File: src/rtl/uart_tx_only_fifo.sv
`default_nettype none
// +--------------------------------------------------------------------------+
// | Module      : uart_tx_only_fifo                                          |
// | Description : Byte FIFO feeding an 8N1 UART transmitter. The head byte   |
// |               is visible without a read cycle, so consecutive frames go  |
// |               out with no idle gap. o_tx_ready flags that enough space   |
// |               remains to accept a full line without further handshake.   |
// | Revision    : 1.0 - initial release                                      |
// +--------------------------------------------------------------------------+
module uart_tx_only_fifo #(
  parameter int parm_CLK_HZ     = 20000000,
  parameter int parm_BAUD       = 115200,
  parameter int parm_FIFO_DEPTH = 64,
  parameter int parm_READY_FREE = 34
) (
  input  logic                               i_clk_20mhz,
  input  logic                               i_rstn_20mhz,
  input  logic [7:0]                         i_tx_data,
  input  logic                               i_tx_valid,
  output logic                               o_tx_ready,
  output logic                               eo_uart_tx,
  output logic [$clog2(parm_FIFO_DEPTH):0]   o_fifo_count,
  output logic                               o_busy,
  output logic                               o_overflow
);

  // Address width, baud divider and counter width derived from parameters.
  localparam int c_aw       = $clog2(parm_FIFO_DEPTH);
  localparam int c_baud_div = parm_CLK_HZ / parm_BAUD;
  localparam int c_bw       = (c_baud_div > 1) ? $clog2(c_baud_div) : 1;

  localparam logic [c_bw-1:0] c_baud_last  = c_bw'(c_baud_div - 1);
  localparam logic [c_aw:0]   c_depth      = (c_aw + 1)'(parm_FIFO_DEPTH);
  localparam logic [c_aw:0]   c_ready_free = (c_aw + 1)'(parm_READY_FREE);

  // Serializer states; the line level is held in r_tx, not decoded from state.
  typedef enum logic [1:0] {
    ST_IDLE  = 2'd0,
    ST_START = 2'd1,
    ST_DATA  = 2'd2,
    ST_STOP  = 2'd3
  } state_t;

  // FIFO storage and bookkeeping
  logic [7:0]      r_mem [parm_FIFO_DEPTH];
  logic [c_aw-1:0] r_wr_ptr;
  logic [c_aw-1:0] r_rd_ptr;
  logic [c_aw:0]   r_count;
  logic            r_tx_ready;
  logic            r_overflow;

  logic            w_full;
  logic            w_not_empty;
  logic            w_wr_en;
  logic            w_wr_drop;
  logic            w_pop;
  logic [7:0]      w_head;
  logic [c_aw:0]   w_count_nxt;
  logic [c_aw:0]   w_free_nxt;
  logic            w_ready_nxt;

  // Serializer registers and their next-state values
  state_t          r_state;
  state_t          w_state_nxt;
  logic [c_bw-1:0] r_baud_cnt;
  logic [c_bw-1:0] w_baud_nxt;
  logic [2:0]      r_bit_idx;
  logic [2:0]      w_bit_nxt;
  logic [7:0]      r_shift;
  logic [7:0]      w_shift_nxt;
  logic            r_tx;
  logic            w_tx_nxt;
  logic            w_bit_end;

  assign w_full      = (r_count == c_depth);
  assign w_not_empty = (r_count != '0);
  // A write into a full FIFO is dropped even when a pop frees a slot on the
  // same edge; fullness is judged on the occupancy before the edge.
  assign w_wr_en     = i_tx_valid && !w_full;
  assign w_wr_drop   = i_tx_valid && w_full;
  // First-word-fall-through: head byte is read combinationally.
  assign w_head      = r_mem[r_rd_ptr];
  assign w_bit_end   = (r_baud_cnt == c_baud_last);

  // Occupancy after this edge, and the ready flag that goes with it.
  always_comb begin
    w_count_nxt = r_count;
    case ({w_wr_en, w_pop})
      2'b10:   w_count_nxt = r_count + 1'b1;
      2'b01:   w_count_nxt = r_count - 1'b1;
      default: w_count_nxt = r_count;
    endcase
    w_free_nxt  = c_depth - w_count_nxt;
    w_ready_nxt = (w_free_nxt >= c_ready_free);
  end

  // FIFO data array; contents need no reset since pointers define validity.
  always_ff @(posedge i_clk_20mhz) begin
    if (w_wr_en) begin
      r_mem[r_wr_ptr] <= i_tx_data;
    end
  end

  // FIFO pointers, occupancy, ready flag and sticky overflow.
  always_ff @(posedge i_clk_20mhz or negedge i_rstn_20mhz) begin
    if (!i_rstn_20mhz) begin
      r_wr_ptr   <= '0;
      r_rd_ptr   <= '0;
      r_count    <= '0;
      r_tx_ready <= 1'b1;
      r_overflow <= 1'b0;
    end else begin
      if (w_wr_en) begin
        r_wr_ptr <= r_wr_ptr + 1'b1;
      end
      if (w_pop) begin
        r_rd_ptr <= r_rd_ptr + 1'b1;
      end
      r_count    <= w_count_nxt;
      r_tx_ready <= w_ready_nxt;
      if (w_wr_drop) begin
        r_overflow <= 1'b1;
      end
    end
  end

  // Serializer state register; reset forces the line high mid-frame.
  always_ff @(posedge i_clk_20mhz or negedge i_rstn_20mhz) begin
    if (!i_rstn_20mhz) begin
      r_state    <= ST_IDLE;
      r_baud_cnt <= '0;
      r_bit_idx  <= '0;
      r_shift    <= '0;
      r_tx       <= 1'b1;
    end else begin
      r_state    <= w_state_nxt;
      r_baud_cnt <= w_baud_nxt;
      r_bit_idx  <= w_bit_nxt;
      r_shift    <= w_shift_nxt;
      r_tx       <= w_tx_nxt;
    end
  end

  // Serializer next-state: start bit, 8 data bits LSB first, stop bit.
  // The stop bit end pops the next byte directly so frames run back to back.
  always_comb begin
    w_state_nxt = r_state;
    w_baud_nxt  = r_baud_cnt;
    w_bit_nxt   = r_bit_idx;
    w_shift_nxt = r_shift;
    w_tx_nxt    = r_tx;
    w_pop       = 1'b0;
    case (r_state)
      ST_IDLE: begin
        w_tx_nxt = 1'b1;
        if (w_not_empty) begin
          w_pop       = 1'b1;
          w_shift_nxt = w_head;
          w_tx_nxt    = 1'b0;
          w_baud_nxt  = '0;
          w_state_nxt = ST_START;
        end
      end
      ST_START: begin
        if (w_bit_end) begin
          w_tx_nxt    = r_shift[0];
          w_baud_nxt  = '0;
          w_bit_nxt   = '0;
          w_state_nxt = ST_DATA;
        end else begin
          w_baud_nxt = r_baud_cnt + 1'b1;
        end
      end
      ST_DATA: begin
        if (w_bit_end) begin
          w_baud_nxt = '0;
          if (r_bit_idx == 3'd7) begin
            w_tx_nxt    = 1'b1;
            w_state_nxt = ST_STOP;
          end else begin
            // Shift so the bit on the line always comes from r_shift[0].
            w_bit_nxt   = r_bit_idx + 3'd1;
            w_shift_nxt = {1'b0, r_shift[7:1]};
            w_tx_nxt    = r_shift[1];
          end
        end else begin
          w_baud_nxt = r_baud_cnt + 1'b1;
        end
      end
      ST_STOP: begin
        if (w_bit_end) begin
          w_baud_nxt = '0;
          if (w_not_empty) begin
            w_pop       = 1'b1;
            w_shift_nxt = w_head;
            w_tx_nxt    = 1'b0;
            w_state_nxt = ST_START;
          end else begin
            w_state_nxt = ST_IDLE;
          end
        end else begin
          w_baud_nxt = r_baud_cnt + 1'b1;
        end
      end
      default: begin
        w_tx_nxt    = 1'b1;
        w_state_nxt = ST_IDLE;
      end
    endcase
  end

  assign o_tx_ready   = r_tx_ready;
  assign eo_uart_tx   = r_tx;
  assign o_fifo_count = r_count;
  assign o_busy       = w_not_empty || (r_state != ST_IDLE);
  assign o_overflow   = r_overflow;

endmodule
`default_nettype wire

File: config.mk
export PLATFORM = sky130hd
export DESIGN_NAME = uart_tx_only_fifo
export DESIGN_NICKNAME = d
export VERILOG_FILES = /design/src/rtl/uart_tx_only_fifo.sv
export SDC_FILE = /design/constraint.sdc
export NUM_CORES = 1
export LEC_CHECK = 0
export ABC_AREA = 1
export CAP_MARGIN = 40
export CORE_MARGIN = 2
export CORE_UTILIZATION = 30
export DETAILED_ROUTE_END_ITERATION = 6
export PLACE_DENSITY = 0.48
export SLEW_MARGIN = 0
export SYNTH_ARGS = -nofsm -noshare
export SYNTH_HDL_FRONTEND = slang
export SYNTH_SLANG_ARGS = --single-unit
export TNS_END_PERCENT = 1
File: constraint.sdc
create_clock -name i_clk_20mhz -period 2.99 [get_ports i_clk_20mhz]
set_input_delay 0.299 -clock i_clk_20mhz [delete_from_list [all_inputs] [get_ports i_clk_20mhz]]
set_output_delay 0.299 -clock i_clk_20mhz [all_outputs]
set_load 0.01 [all_outputs]
==> metrics.cfg <==
[run_status]
status=finished clean

[worst_hold_path]
whs_path_depth=1
worstHoldPathType=input pin to flip-flop
hp-start=i_tx_data[1]
min_delay_worst_endpoint=r_mem[47][1]$_DFFE_PP_

[detailed_routing]
routedWlPerCell_um=20.8
met1_length_um=28000
ant_nets=0
wl_um=62600
wl_met3_um=3470
routed_via_density=5.01
drc=0
dr.pass1.iters=7
drtIter0Drc=1284
top_layer=met4
vias=15070
wl_met2_um=29500

[cts]
ctsHtreeMaxLevel=2
clkSlewWorstSetupHoldPaths_ns=0.06
clock_path_buffers=3
clkLatencyLatePin_ns=0.62
cts_sinks=555
tritoncts=built
cts_root_buf=clkbuf_16
numCtsBuffers=55

[power]
power_frac_seq=0.505
p_clk_frac=0.391
power_density_mw_per_mm2=659
comb_power_share=0.105
internal_power_mw=13.4
switching_power_mw=4.41
swShare=0.248
leakage_nw=9.00
peakVddDrop_v=0.000448

[setup_path]
timing.rr.end=o_tx_ready$_DFF_PN1_
crit_required_ns=2.69
crit_arrival_ns=2.43
critPathMaxStageDelay_ns=0.50
path_class=flip-flop to primary output
startpoint_type=flip-flop
reg2regPathDepth=22
cp_cell_sequence=nor2_2 -> nand2_1 -> nor2_4 -> inv_1 -> nor2_2 -> inv_2 -> clkdlybuf4s50_1
reg2reg_slack_ns=0.29
crit_path_max_fanout=13
cpMostUsedCell=nor2_2
endpoint_kind=primary output
cp_slowest_cell=clkdlybuf4s50_1
r2r-start=r_baud_cnt[0]$_DFFE_PN0P_

[synthesis]
ys_ff_latch=555
seq_area_frac_synth=0.721
yosysWarnings=0
synth_area_leaders=edfxtp_1, o21ai_0, nor2_1, dfrtp_1, nand2_1
ys_async_sr_fraction=0.0775
netlist_area_mm2=0.0228
synthCells=1854
syn_nets=1880
synth_cell_types=42
synth_top_area_frac=0.674
synth_edf_count=512
post-synth-top-area-cell=edfxtp_1
syn_avg_cell_area_um2=12.3
synthFlopType=edfxtp_1

[sta]
worstMarginPinSlew_ns=0.881
slew_viol_final=0
max_freq_mhz=367
skew_ns=0.0274
fin_tns_setup_ns=0
finalCriticalPeriod_ns=2.73
hold_violations=0
holdWs_ns=0.138
finalSetupViolCount=0
relSlewSlack=0.412
fin_crit_sh=0.912

[final_layout]
finalNetCount=2007
fillers=7278
drive_above_1_share=0.145
area_growth_pct=18.2
fin_area_mm2=0.0270
n_antenna_cell=0

[floorplan]
start_util=0.302
ios=22
die-area_mm2=0.0783
rows=101
core_area_mm2=0.0756
fp.dieH_um=280
die_width_um=280

[placed_design]
numPortBuffers=21
placed_cell_area_mm2=0.0251
place_hpwl_um=39000
gp_congestion=0.831

[grt]
grt_remaining_overflow=0
grt_pass1_wl_um=94100
grt_max_degree=97
grt_pass1_vias=14735
grt_usage=0.160
antenna_found_initial=1

[run]
drv_cap=0

synthesized netlist by cell type, types with 14 or more instances:
master / instances
nand2_1: 150
inv_1: 62
a21oi_1: 14
o211ai_1: 18
clkbuf_1: 96
ha_1: 15
nor2_1: 347
o22ai_1: 76
o221ai_1: 53
nand3_1: 80
edfxtp_1: 512
o21ai_0: 273
nand4_1: 35
dfrtp_1: 41
flip-flops by register name, indices dropped and copies added (netlist names):
| name | flops |
|---|---|
| r_mem | 512 |
| r_baud_cnt | 8 |
| r_shift | 8 |
| o_fifo_count | 7 |
| r_rd_ptr | 6 |
| r_wr_ptr | 6 |
| r_bit_idx | 3 |
| r_state | 2 |
| eo_uart_tx | 1 |
| o_overflow | 1 |
| o_tx_ready | 1 |
power by group through the flow:
stage	clock network [mW]	registers (mW)	logic, mW
floorplan	0	9.15	0.912
global placement	0	9.12	1.81
detailed placement	0	9.13	1.83
CTS	7.11	8.96	1.84
global route	7.39	8.99	2.04
finish	6.94	8.97	1.86
layer usage:
layer / vias to the layer above / GRT usage
met1: 7474 / 0.219
met5: - / 0
li1: 7089 / -
met2: 410 / 0.261
met4: 0 / 0.0468
met3: 97 / 0.0245
critical path, delay by kind of cell, from the launching register on:
family	cells	cell delay (ns)
and+or+nand+nor	4	0.64
DFF	1	0.39
buffers and inverters	3	0.78
kinds of logic after synthesis:
kind of cell    count (synthesis)  share of synthesized area
compound gates                447                      0.115
buf+inv                       174                     0.0292
mux                             1                   0.000494
xor+xnor                       12                    0.00461
fa+ha+maj                      15                    0.00823
flops                         555                      0.721
simple gates                  650                      0.122
area by class of cell:
class	count	area, um2	share of cell area
tap	978	1220	0.0454
sequential	555	16500	0.610
timing repair buffer	178	1480	0.0548
multi-input combinational	1125	5750	0.213
clock buffer	69	1440	0.0534
inverter	66	255	0.00947
clock inverter	34	357	0.0132
placed cells by master (no fill, tap or decap), types with 14 or more instances in the layout:
cell       netlist  routed
dfrtp_1         41      39
nand3_1         80      80
o21ai_0        273     272
a21oi_1         14      14
o221ai_1        53      53
nor2_1         347     343
o211ai_1        18      18
edfxtp_1       512     512
clkbuf_16        0      55
nand4_1         35      35
o22ai_1         76      76
buf_4            0     146
inv_1           62      58
nand2_1        150     149
worst max path at each step:
stage | to | slack [ns] | cells after the start | from
after global routing | o_tx_ready$_DFF_PN1_ | -0.02 | 23 | r_baud_cnt[0]$_DFFE_PN0P_
after CTS | o_busy | 0.07 | 7 | o_fifo_count[4]$_DFF_PN0_
after floorplan | o_tx_ready$_DFF_PN1_ | 0.22 | 23 | r_baud_cnt[0]$_DFFE_PN0P_
final | o_busy | 0.26 | 7 | o_fifo_count[4]$_DFF_PN0_
after global placement | o_tx_ready$_DFF_PN1_ | 0.19 | 22 | r_baud_cnt[0]$_DFFE_PN0P_
after detailed placement | o_tx_ready$_DFF_PN1_ | 0.12 | 22 | r_baud_cnt[0]$_DFFE_PN0P_
through the flow:
step           cells  utilization  total power [mW]  setup WS [ns]
2_1_floorplan   1854            -              10.1          0.223
4_1_cts         3002        0.356              17.9         0.0723
3_3_place_gp    2897        0.332              10.9          0.188
6_report        3005        0.357              17.8          0.265
3_5_place_dp    2898        0.332              11.0          0.117
5_1_grt         3005        0.357              18.4        -0.0203
what timing repair did:
item / 4_1_cts / 5_1_grt
pin swaps: 0 / 3
setup buffers: 0 / 3
setup endpoints to repair: 1 / 2
endpoints found under the hold margin: 29 / 0
gates resized for setup: 1 / 13
hold buffers: 1 / 0
(Power assumes the default switching activity.)
